==> config.mk <==
export PLATFORM = sky130hd
export DESIGN_NAME = pipe_ctrl
export DESIGN_NICKNAME = d
export VERILOG_FILES = /design/src/rtl/pipe_ctrl.sv
export SDC_FILE = /design/constraint.sdc
export NUM_CORES = 1
export LEC_CHECK = 0
export ABC_AREA = 1
export CORE_MARGIN = 5
export CORE_UTILIZATION = 37
export CTS_CLUSTER_DIAMETER = 200
export CTS_CLUSTER_SIZE = 40
export DETAILED_ROUTE_END_ITERATION = 12
export GPL_TIMING_DRIVEN = 0
export PLACE_DENSITY = 0.78
export SYNTH_ARGS = -nofsm -noshare
export SYNTH_HDL_FRONTEND = slang
export SYNTH_SLANG_ARGS = --single-unit
==> constraint.sdc <==
create_clock -name clk -period 2.15 [get_ports clk]
set_clock_uncertainty 0.05 [all_clocks]
set_input_delay 0.3225 -clock clk [delete_from_list [all_inputs] [get_ports clk]]
set_output_delay 0.3225 -clock clk [all_outputs]
set_load 0.005 [all_outputs]
==> src/rtl/pipe_ctrl.sv <==
// pipe_ctrl: pipeline control for the in-order core.
//   Combines per-stage stall requests with a multi-cycle execute sequencer into a
//   thermometer stall vector. It also registers branch/exception redirects into a
//   one-cycle flush pulse with a new PC.
// Ports:
//   clk, rst             clock, asynchronous active-high reset
//   stallreq_i           per-stage stall request (bit k from stage k)
//   mc_start_i           MC_STAGE starts a multi-cycle op of mc_cycles_i cycles
//   mc_cycles_i          op length N (sampled with mc_start_i)
//   flush_req_i          redirect request
//   flush_pc_i           redirect target (sampled with flush_req_i)
//   stall_o              stall vector, stall_o[k]=1 freezes stage k
//   flush_o, new_pc_o    registered flush pulse and redirect target
//   mc_busy_o            multi-cycle op is holding the pipeline
//   mc_done_o            pulse in the final cycle of a multi-cycle op
module pipe_ctrl #(
  parameter int unsigned STAGES   = 6,
  parameter int unsigned MC_STAGE = 3,
  parameter int unsigned MC_CNT_W = 6,
  parameter int unsigned ADDR_W   = 32
) (
  input  logic                clk,
  input  logic                rst,
  input  logic [STAGES-1:0]   stallreq_i,
  input  logic                mc_start_i,
  input  logic [MC_CNT_W-1:0] mc_cycles_i,
  input  logic                flush_req_i,
  input  logic [ADDR_W-1:0]   flush_pc_i,
  output logic [STAGES-1:0]   stall_o,
  output logic                flush_o,
  output logic [ADDR_W-1:0]   new_pc_o,
  output logic                mc_busy_o,
  output logic                mc_done_o
);

  typedef enum logic [1:0] {StIdle, StMcRun, StFlush} state_e;

  state_e              state_q;
  logic [MC_CNT_W-1:0] cnt_q;
  logic                mc_hold;
  logic [STAGES-1:0]   req;
  logic                acc;

  // Hold/done are decoded from the current state so the stall response is
  // combinational. A same-cycle flush aborts the op, so it suppresses done.
  always_comb begin
    mc_hold   = 1'b0;
    mc_done_o = 1'b0;
    unique case (state_q)
      StIdle: begin
        if (mc_start_i && (mc_cycles_i != '0)) begin
          mc_hold   = 1'b1;
          mc_done_o = (mc_cycles_i == MC_CNT_W'(1)) && !flush_req_i;
        end
      end
      StMcRun: begin
        mc_hold   = 1'b1;
        mc_done_o = (cnt_q == '0) && !flush_req_i;
      end
      StFlush: begin
        mc_hold = 1'b0;
      end
      default: begin
        mc_hold = 1'b0;
      end
    endcase
    if (rst) begin
      mc_hold   = 1'b0;
      mc_done_o = 1'b0;
    end
  end

  assign mc_busy_o = mc_hold;

  // Stalling stage k must freeze every upstream stage too, so fill the
  // stall vector downward from the highest requesting stage.
  always_comb begin
    req = stallreq_i | (STAGES'(mc_hold) << MC_STAGE);
    acc = 1'b0;
    stall_o = '0;
    for (int k = STAGES - 1; k >= 0; k--) begin
      acc        = acc | req[k];
      stall_o[k] = acc;
    end
    // A flush discards all stage contents, so it must never be held off.
    if (rst || (state_q == StFlush)) begin
      stall_o = '0;
    end
  end

  always_ff @(posedge clk or posedge rst) begin
    if (rst) begin
      state_q  <= StIdle;
      cnt_q    <= '0;
      flush_o  <= 1'b0;
      new_pc_o <= '0;
    end else if (flush_req_i) begin
      state_q  <= StFlush;
      cnt_q    <= '0;
      flush_o  <= 1'b1;
      new_pc_o <= flush_pc_i;
    end else begin
      unique case (state_q)
        StIdle: begin
          // N=1 finishes in the start cycle; N>=2 counts the remaining N-1 cycles.
          if (mc_start_i && (mc_cycles_i >= MC_CNT_W'(2))) begin
            cnt_q   <= mc_cycles_i - MC_CNT_W'(2);
            state_q <= StMcRun;
          end
        end
        StMcRun: begin
          if (cnt_q == '0) begin
            state_q <= StIdle;
          end else begin
            cnt_q <= cnt_q - MC_CNT_W'(1);
          end
        end
        StFlush: begin
          state_q <= StIdle;
          flush_o <= 1'b0;
        end
        default: begin
          state_q <= StIdle;
          flush_o <= 1'b0;
        end
      endcase
    end
  end

endmodule

==> flow_metrics.tcl <==
set metrics [dict create \
    status "finished, final reports clean" \
    placedCellCount 417 \
    setup_slack_ps 92.5 \
    critPathKind "input pin to output pin" \
    slew_headroom_pct 73.1 \
    remaining_drc_errors 0 \
    num_vias 1903 \
    synthMuxAreaShare_pct 0 \
    synth_xor_area_share_pct 0 \
    layout-drive-gt1-share_pct 10.7 \
    min_period_over_period_pct 95.7 \
    cp.arrival_ps 1690 \
    topRoutingLayerUsed "met4" \
    drt-met1-wl_mm 2.18 \
    clock-sinks 41 \
    place.port_buffers 88 \
    clkLatencyLatePin_ps 270 \
    synth_seq_cells 41 \
    ir_worst_vdd_v 0.000451 \
    wl_mm 5.20 \
    antenna_cells 0 \
    initial_core_util_pct 38.2 \
    htreeDepth 2 \
    core_region_area_um2 5140 \
    area_growth_pct 58.7 \
    setup_viol 0 \
    synth_top_family_by_area "simple AND/OR/NAND/NOR gates" \
    grt_pass1_wl_mm 8.75 \
    first_iter_violations 84 \
    synthAdderAreaFrac_pct 1.91 \
    dp_hpwl_mm 3.88 \
    pre_cts_slack_ps -817 \
    gp_congestion 0.788 \
    viasPerCell 4.39 \
    cts_made_buffers 5 \
    globalRoute.totalOverflow 0 \
    finalHoldViolCount 0 \
    synth-simple-area-share_pct 34.7 \
    maxCapViolCount 0 \
    dr_wl_met3_um 388 \
    tightest_slew_ps 403 \
    grt_max_degree 22 \
    track_usage_pct 15.3 \
    synth_warnings 0 \
    multi_input_area_um2 826 \
    start_kind "input pin" \
    grt_pass1_vias 1909 \
    antenna_found_initial 0 \
    postSynthCellCount 259 \
    synth_cell_type_count 22 \
    die_w_um 82.8 \
    wire_per_inst_um 12.0 \
    finalCriticalPeriod_ps 2060 \
    synth_compound_area_share_pct 4.91 \
    syn_area_um2 1960 \
    clock_path_buffers 2 \
    syn_nets 310 \
    final_util_pct 60.6 \
    seqCellArea_um2 1030 \
    die_h_um 82.8 \
    layout.nets 414 \
    min-delay-path-class "input pin to asynchronous set/reset pin" \
    avgSynthCellArea_um2 7.58 \
    fmax_mhz 486 \
    drv_slew 0 \
    final_cells 433 \
    power_leakage_nw 1.56 \
    wl_met2_mm 2.59 \
    ys_seq_area_share_pct 52.3 \
    power.density_nw_per_um2 581 \
    hold_ws_ps 10.8 \
    dieArea_um2 6860 \
    root_buffer "clkbuf_8" \
    n_fill_cell 503 \
    boundaryPins 89 \
    end_kind "output pin" \
    rows 26 \
    critical_path_required_ps 1780 \
    ant_nets 0 \
    clk_pin_slew_ps 70 \
    cts_tree "done" \
    path_max_fanout 3 \
    grt_setup_unrepaired "false" \
    drtPass1Iterations 4 \
]
-- kinds of logic (layout without fill, tap and decap cells) --
family | after synthesis | after routing
AOI/OAI and AO/OA | 18 | 18
adders and majority gates | 3 | 3
buffers and inverters | 31 | 135
DFF | 41 | 41
and+or+nand+nor | 166 | 166
-- cells in the final DEF (no fill, tap or decap), types with 2 or more instances in the layout --
cell type        instances
buf_4                    5
nand3_1                 12
inv_6                    2
nand2_2                  4
buf_2                    6
clkbuf_1                 3
ha_1                     3
inv_1                   18
inv_2                    3
clkdlybuf4s50_1         76
o21ai_0                 10
nor2_2                   3
a21oi_1                  4
dlygate4sd3_1            2
clkbuf_8                 6
nor2_1                  14
dfrtp_1                 40
nand2_1                128
dlygate4sd2_1            9
o21ai_2                  2
-- sequential cells by signal, indices dropped and copies added, names as in the netlist --
register and count:
new_pc_o 32, cnt_q 6, flush_o 1, state_q 2
-- stage by stage --
stage	cell area (um2)	power (mW)	setup TNS, ps
CTS	3090	1.84	0
global route	3120	1.93	0
global placement	2930	1.32	-12700
floorplan	1960	1.06	0
finish	3120	1.81	0
detailed placement	2930	1.32	-4630
-- power breakdown --
group          internal [mW]  switching [mW]  total (mW)  leakage (nW)
logic                  0.253           0.187       0.441          1.02
registers              0.839          0.0414       0.880         0.505
clock network          0.253           0.236       0.490        0.0433
-- cell type report --
class	instances	share of cell area [%]
multi-input combinational	187	26.5
clock buffer	6	2.65
sequential	41	33.0
timing repair buffer	95	29.5
timing repair inverter	2	0.562
inverter	23	3.61
clock inverter	1	0.241
buffer	8	1.16
tap	70	2.81
-- critical path, cell delays in order --
cell and delay (ps):
clkdlybuf4s50_1 510, nand2_1 70, nand2_1 70, nand2_2 60, nand3_1 80, nand2_1 80
buf_4 130, buf_4 120, nand2_1 50, clkdlybuf4s15_2 200
-- what timing repair did --
| action | CTS | global route |
|---|---|---|
| gates resized for setup | 25 | 6 |
| hold endpoints to repair | 0 | 10 |
| hold buffers | 0 | 2 |
| pin swaps | 6 | 2 |
| endpoints found under the setup margin | 8 | 2 |
| gates cloned | 1 | 1 |
| buffers inserted | 5 | 0 |
-- path summary, 6_finish.rpt --
check	startpoint	endpoint	slack [ps]	depth (start not counted)
max	mc_start_i	stall_o[1]	90	10
min	rst	cnt_q[0]	10	2
max reg2reg	cnt_q[1]	cnt_q[4]	710	8
min reg2reg	new_pc_o[24]	new_pc_o[24]	420	2
max in group asynchronous	rst	state_q[1]	1230	3
min in group clk	new_pc_o[24]	new_pc_o[24]	420	2
-- cell usage after synthesis --
library cell	number	share of area, %
buf_2	5	1.3
o21ai_2	1	0.45
nor2_1	16	3.1
nand2_1	129	25
nor3_1	1	0.25
o21ai_0	10	2.5
nor2_2	1	0.32
inv_2	2	0.38
inv_1	20	3.8
nor2_4	1	0.57
clkbuf_1	3	0.57
a21boi_1	1	0.38
nand3b_4	1	1.0
a21oi_1	4	1.0
o21ai_1	2	0.51
clkinv_1	1	0.19
nand4_1	1	0.32
ha_1	3	1.9
or2_4	1	0.45
nand2_2	3	0.96
nand3_1	12	3.1
dfrtp_1	41	52
-- routing by layer --
metal / vias to the layer above / GRT usage (%)
met3: 4 / 5.15
li1: 995 / -
met4: 0 / 4.01
met2: 55 / 26.2
met1: 849 / 18.3
met5: - / 0
(Power assumes the default switching activity.)
